===== src/rtl/sram_burst_ctrl.sv =====
// Burst sequencer that turns one address/length/direction command into a run of single-port SRAM cycles.
// Latency: first SRAM access the cycle after command accept; read data returns one cycle after each rden.
// Backpressure: commands only in IDLE (cmd_ready); write beats stall on wdata_valid; read beats cannot be stalled.
//
// Ports:
//   clk, rstn                          clock, asynchronous active-low reset
//   cmd_valid/cmd_ready                command handshake; cmd_write, cmd_addr, cmd_len (beats minus one)
//   wdata_valid/wdata_ready, wdata     write beat stream
//   rdata_valid, rdata, rdata_last     read beat stream (no backpressure)
//   busy                               burst in flight or final read beat still returning
//   sram_wren/rden/addr/wr_data/rd_data  connection to the single-port sram block
//
// Optional feature: define SRAM_BURST_WRAP_EN for wrapping bursts. Only the low LEN_WIDTH address
// bits then count, so the burst stays inside its 2**LEN_WIDTH-word aligned block.

package sram_pkg;
  localparam int ADDR_WIDTH = 8;
  localparam int DATA_WIDTH = 16;
endpackage

module sram_burst_ctrl #(
  parameter int ADDR_WIDTH = sram_pkg::ADDR_WIDTH,
  parameter int DATA_WIDTH = sram_pkg::DATA_WIDTH,
  parameter int LEN_WIDTH  = 4
) (
  input  logic                  clk,
  input  logic                  rstn,
  input  logic                  cmd_valid,
  output logic                  cmd_ready,
  input  logic                  cmd_write,
  input  logic [ADDR_WIDTH-1:0] cmd_addr,
  input  logic [LEN_WIDTH-1:0]  cmd_len,
  input  logic                  wdata_valid,
  output logic                  wdata_ready,
  input  logic [DATA_WIDTH-1:0] wdata,
  output logic                  rdata_valid,
  output logic [DATA_WIDTH-1:0] rdata,
  output logic                  rdata_last,
  output logic                  busy,
  output logic                  sram_wren,
  output logic                  sram_rden,
  output logic [ADDR_WIDTH-1:0] sram_addr,
  output logic [DATA_WIDTH-1:0] sram_wr_data,
  input  logic [DATA_WIDTH-1:0] sram_rd_data
);

  localparam logic [ADDR_WIDTH-1:0] ADDR_ONE = {{(ADDR_WIDTH-1){1'b0}}, 1'b1};
  localparam logic [LEN_WIDTH-1:0]  LEN_ONE  = {{(LEN_WIDTH-1){1'b0}}, 1'b1};

  typedef enum logic [1:0] {IDLE, WRITE, READ, DRAIN} state_t;

  state_t                  state_q, state_d;
  logic [ADDR_WIDTH-1:0]   addr_q, addr_d, addr_inc;
  logic [LEN_WIDTH-1:0]    cnt_q, cnt_d;
  logic                    rvld_q;
  logic                    rlast_q;

  // Address of the next beat.
`ifdef SRAM_BURST_WRAP_EN
  // Upper bits hold the block captured from cmd_addr; low bits roll over inside it.
  always_comb begin
    addr_inc                = addr_q;
    addr_inc[LEN_WIDTH-1:0] = addr_q[LEN_WIDTH-1:0] + LEN_ONE;
  end
`else
  // Plain increment; the top address rolls over to 0.
  assign addr_inc = addr_q + ADDR_ONE;
`endif

  always_ff @(posedge clk or negedge rstn) begin
    if (!rstn) begin
      state_q <= IDLE;
      addr_q  <= '0;
      cnt_q   <= '0;
      rvld_q  <= 1'b0;
      rlast_q <= 1'b0;
    end else begin
      state_q <= state_d;
      addr_q  <= addr_d;
      cnt_q   <= cnt_d;
      // The sram read port is registered, so read beats come back one cycle after rden.
      rvld_q  <= sram_rden;
      rlast_q <= (state_q == READ) && (cnt_q == '0);
    end
  end

  always_comb begin
    state_d      = state_q;
    addr_d       = addr_q;
    cnt_d        = cnt_q;
    cmd_ready    = 1'b0;
    wdata_ready  = 1'b0;
    sram_wren    = 1'b0;
    sram_rden    = 1'b0;
    sram_wr_data = '0;

    case (state_q)
      IDLE: begin
        cmd_ready = 1'b1;
        if (cmd_valid) begin
          addr_d  = cmd_addr;
          cnt_d   = cmd_len;
          state_d = cmd_write ? WRITE : READ;
        end
      end

      WRITE: begin
        wdata_ready  = 1'b1;
        sram_wr_data = wdata;
        sram_wren    = wdata_valid;
        if (wdata_valid) begin
          addr_d = addr_inc;
          cnt_d  = cnt_q - LEN_ONE;
          if (cnt_q == '0) begin
            state_d = IDLE;
          end
        end
      end

      READ: begin
        sram_rden = 1'b1;
        addr_d    = addr_inc;
        cnt_d     = cnt_q - LEN_ONE;
        if (cnt_q == '0) begin
          state_d = DRAIN;
        end
      end

      // Spare cycle while the final read beat comes back; no SRAM access.
      DRAIN: begin
        state_d = IDLE;
      end

      default: begin
        state_d = IDLE;
      end
    endcase
  end

  assign sram_addr   = addr_q;
  assign rdata       = sram_rd_data;
  assign rdata_valid = rvld_q;
  assign rdata_last  = rlast_q;
  assign busy        = (state_q != IDLE) || rvld_q;

endmodule


===== config.mk =====
export PLATFORM = sky130hd
export DESIGN_NAME = sram_burst_ctrl
export DESIGN_NICKNAME = d
export VERILOG_FILES = /design/src/rtl/sram_burst_ctrl.sv
export SDC_FILE = /design/constraint.sdc
export NUM_CORES = 1
export LEC_CHECK = 0
export CORE_ASPECT_RATIO = 1.75
export CORE_MARGIN = 2
export CORE_UTILIZATION = 33
export DETAILED_ROUTE_END_ITERATION = 8
export GPL_TIMING_DRIVEN = 0
export PLACE_DENSITY = 0.78
export SLEW_MARGIN = 20
export SYNTH_ARGS = -nofsm -noshare
export SYNTH_HDL_FRONTEND = slang
export SYNTH_SLANG_ARGS = --single-unit

===== constraint.sdc =====
create_clock -name clk -period 2.55 [get_ports clk]
set_clock_uncertainty 0.15 [all_clocks]
set_input_delay 0.765 -clock clk [delete_from_list [all_inputs] [get_ports clk]]
set_output_delay 0.765 -clock clk [all_outputs]
set_load 0.01 [all_outputs]

After elaboration in Yosys (flattened, before gate mapping):

Index checks and enable logic that the tools add are counted.

* eq/ne operators: 7
* $add $sub $neg: 2
* muxes and demuxes: 17
* reductions and logical operators: 8

Operators with widths (count)
* case mux 8 bit (3 select lines): 1
* 2-to-1 mux 16 bit: 1
* 2-to-1 mux 8 bit: 2
* case mux 4 bit (3 select lines): 1
* 2-to-1 mux 2 bit: 5
* adder 8 x 1 -> 8 bit (second input constant): 1
* 2-to-1 mux 4 bit: 2
* case mux 2 bit (4 select lines): 1
* inequality test 2 bit (second input constant): 3
* equality test 2 bit (second input constant): 2
* zero test 4 bit: 1
* 2-to-1 mux 1 bit: 4
* AND reduction 4 bit: 1
* subtractor 4 x 1 -> 4 bit (second input constant): 1
* AND reduction 3 bit: 1
* nonzero test 3 bit: 1
* equality test 2 x 1 -> 1 bit (second input constant): 1
* zero test 2 bit: 1
* inequality test 2 x 1 -> 1 bit (second input constant): 1
* nonzero test 2 bit: 1
* logical AND 1 bit: 1
* logical OR 1 bit: 1

* output and inout port bits: 47
* input port bits: 49
* register bits after elaboration: 16
* logic and storage cells: 39

Logic depth before layout (Yosys ltp):

* word-level depth: 4
* depth in mapped cells: 7
* depth with buffers taken out: 6

Least setup slack after synthesis:

OpenSTA, ideal clock, no wires.

* path type: reg-to-output
* start point: register state_q[1]
* end point: output port sram_wr_data[13]
* arrival: 1135 ps
* data required time: 1635 ps
* setup slack: 500 ps
* buffers on the path: 1
* cell stages (with the launch flop): 5
* path through: dfrtp_1 -> inv_1 -> ha_1 -> clkbuf_1 -> and2_1

* word-level cells in the longest chain between the ends: 2

RTL lines
* start, declared: RTL line 52 `state_t state_q, state_d;`
* start signal, assigned: RTL line 78 `state_q <= state_d;`
* equality test 2 x 1 -> 1 bit: RTL line 97 `case (state_q)`
* 2-to-1 mux 16 bit: RTL line 97
* end, declared: RTL line 43 `output logic [DATA_WIDTH-1:0] sram_wr_data,`

Every way passes these cells.

Worst setup path after layout:

* start point: input port wdata[12]
* end point: output port sram_wr_data[12]

* word-level cells in the longest chain between the ends: 1

RTL lines
* start, declared: RTL line 35 `input logic [DATA_WIDTH-1:0] wdata,`
* 2-to-1 mux 16 bit: RTL line 97

Every way passes these cells.

==> out/qor.csv <==
stage;metric;value;unit
power;p_leak;1.017;nW
cells_and_area;nNetsFinal;288;
timing;tightestPinTransition;736.1;ps
critical_path;r2r-start;state_q[0]$_DFFE_PN0P_;
grt;overflow;0;
grt;grt_pass1_vias;1296;
critical_path;path_class;in2out;
cells_and_area;drive_gt1_frac;0.1790;
cells_and_area;fill_cells;297;
yosys;avgSynthCellArea;8.525;um2
clocking;clock_latency;250;ps
placed_design;place_ws;-299.5;ps
timing;fmax;398.0;MHz
timing;min_period;2512;ps
worst_hold_path;worstHoldStart;sram_addr[6]$_DFFE_PN0P_;
timing;post-route-period-util;0.9852;
critical_path;reg2reg_depth;7;
clocking;cts_tree;done;
critical_path;arrival;1600;ps
yosys;yosys_warnings;0;
detailed_routing;drc_errors;0;
power;p_per_area;1028;mW/mm2
timing;drv_slew;0;
clocking;clock-root-buffer;clkbuf_8;
critical_path;cp_max_fo;1;
clocking;clock_sinks;16;
placed_design;dp_hpwl;2.739;mm
timing;rsz0062_at_grt;no;
yosys;ys_ff_latch;16;
critical_path;slowest_delay;440;ps
grt;grt_pass1_wl;5.278;mm
run;maxCapViolations;0;
critical_path;cp_data_required_time;1640;ps
floorplanning;fp.dieW;50.27;um
cells_and_area;layout_commonest_cell;clkdlybuf4s50_1;
floorplanning;io_pins;96;
detailed_routing;drtIter0Drc;27;
worst_hold_path;hold_depth;2;
timing;slew-limit-headroom;0.5077;
status;status;finished, final reports clean;
detailed_routing;postRouteWirelength;3.263;mm
cells_and_area;antenna_cells;0;
detailed_routing;vias;1307;
detailed_routing;wire_per_inst;11.87;um
clocking;cts_buffers;3;
critical_path;end_kind;primary output;
floorplanning;initial_core_util;0.3441;
placed_design;port_buffers;79;
grt;grt_max_degree;17;
detailed_routing;viasPerCell;4.753;
floorplanning;die_area;0.004271;mm2
cells_and_area;area_growth_syn_to_layout;74.60;%
grt;track_usage;0.1581;
worst_hold_path;whs_endpoint;sram_addr[6]$_DFFE_PN0P_;
yosys;synthDistinctLibCells;30;
cells_and_area;layout_common_cells;clkdlybuf4s50_1 (58), buf_4 (19), and2_1 (17);
critical_path;crit_slowest_cell;clkdlybuf4s50_1;
clocking;clk_pin_slew;60;ps
grt;antenna_found_initial;0;
yosys;synthCells;145;
floorplanning;core_area;0.003592;mm2
worst_hold_path;worstHoldPathType;reg2reg;
yosys;ys_seq_area_frac;0.3239;
critical_path;crit_path_start_kind;primary input;
clocking;clockBufferDepth;2;
power;ir_drop;466.6;uV
clocking;cts-htree-levels;1;
detailed_routing;firstDrtPassIters;4;
placed_design;place.gp.congestion;0.7880;
timing;layout_setup_ws;37.68;ps
critical_path;cp_cell_sequence;clkdlybuf4s50_1 -> and2_1 -> dlygate4sd2_1;
yosys;syn-num-nets;202;
floorplanning;std_cell_rows;29;
timing;setup-violations-final;0;
timing;hold_viol;0;
detailed_routing;ant_nets;0;
critical_path;reg2reg_slack;590;ps
floorplanning;die_h;84.97;um
yosys;netlist_area;0.001236;mm2
critical_path;rr_endpoint;cnt_q[2]$_DFFE_PN0P_;
power;total_power;0.002218;W
-- worst max-delay path, delay by kind of cell --
kind | cells | cell delay [ps]
and+or+nand+nor | 1 | 120
buffers and inverters | 2 | 710
-- flip-flops by register name (all words and copies together), names as in the netlist --
signal       flops
sram_addr        8
rdata_last       1
state_q          2
rdata_valid      1
cnt_q            4
-- what timing repair did --
| action | CTS | global route |
|---|---|---|
| setup buffers | 1 | 1 |
| gates resized for setup | 25 | 11 |
| hold buffers | 0 | 0 |
| pin swaps | 0 | 0 |
| endpoints found under the hold margin | 0 | 0 |
| setup endpoints to repair | 19 | 11 |
-- cell type report --
class                           instances  area (um2)  share of cell area
Buffer                                 22       153.9             0.07130
Clock buffer                            3       41.29             0.01913
Inverter                                7       26.28             0.01217
Multi-Input combinational cell        100       674.4              0.3125
Sequential cell                        16       401.6              0.1861
Tap cell                               46       57.56             0.02667
Timing Repair Buffer                   81       803.3              0.3722
-- stage by stage --
step	TNS (ps)	cells	cell area (um2)	util	hold WS [ps]
global route	0	275	2158	0.6008	456.5
CTS	0	274	2132	0.5935	405.6
finish	0	275	2158	0.6008	405.4
global placement	-3860	270	2085	0.5803	400.2
floorplan	0	145	1236	-	319.4
detailed placement	-3883	270	2085	0.5803	389.5
-- how the worst max path moves through the flow --
stage,depth (start not counted),startpoint,slack [ps],end
CTS,3,state_q[0]$_DFFE_PN0P_,3,sram_rden
detailed placement,3,wdata_valid,-300,sram_wren
finish,3,wdata[12],40,sram_wr_data[12]
floorplan,4,state_q[1]$_DFFE_PN0P_,500,sram_wr_data[13]
global placement,3,wdata_valid,-300,sram_wren
global route,3,wdata[12],10,sram_wr_data[12]
-- kinds of logic (layout without fill, tap and decap cells) --
kind of cell    count (synthesis)  in the layout  synth area share
simple gates                   58             58            0.2743
fa+ha+maj                       8              8           0.08097
flops                          16             16            0.3239
compound gates                 29             29            0.1295
buf+inv                        29            113            0.1427
mux                             5              5           0.04858
-- metal layers --
metal | part of all wire | vias up | global-route usage
met5 | 0 | - | 0
met4 | 0.019 | 0 | 0.07576
met3 | 0.085 | 5 | 0.02641
met2 | 0.54 | 82 | 0.3206
met1 | 0.36 | 574 | 0.1403
li1 | - | 646 | -
-- cell usage after synthesis, drive strengths merged --
| master | number | area, um2 |
|---|---|---|
| o21ai | 10 | 50.05 |
| nand2b | 3 | 18.77 |
| nand2 | 12 | 45.04 |
| a211oi | 2 | 15.01 |
| a21oi | 11 | 55.05 |
| or3 | 2 | 17.52 |
| inv | 7 | 26.28 |
| or2 | 2 | 12.51 |
| buf | 20 | 142.6 |
| ha | 8 | 100.1 |
| nand3 | 5 | 25.02 |
| o211ai | 2 | 15.01 |
| nor2b | 2 | 22.52 |
| clkbuf | 2 | 7.510 |
| nor2 | 5 | 21.27 |
| and2 | 17 | 106.4 |
| dfrtp | 16 | 400.4 |
| nand4 | 2 | 12.51 |
| and4 | 1 | 8.760 |
| o22ai | 4 | 25.02 |
| mux2i | 3 | 30.03 |
| and3 | 1 | 7.510 |
| mux2 | 2 | 30.03 |
| nor3 | 6 | 41.29 |
-- power breakdown --
part	switching (W)	internal, W	leakage (nW)
combinational	0.000722	0.000783	0.808
clock	0.0000808	0.000105	0.0216
sequential	0.000142	0.000386	0.188
total	0.000944	0.00127	1.02
No activity file was read; power rests on OpenSTA's default activity.
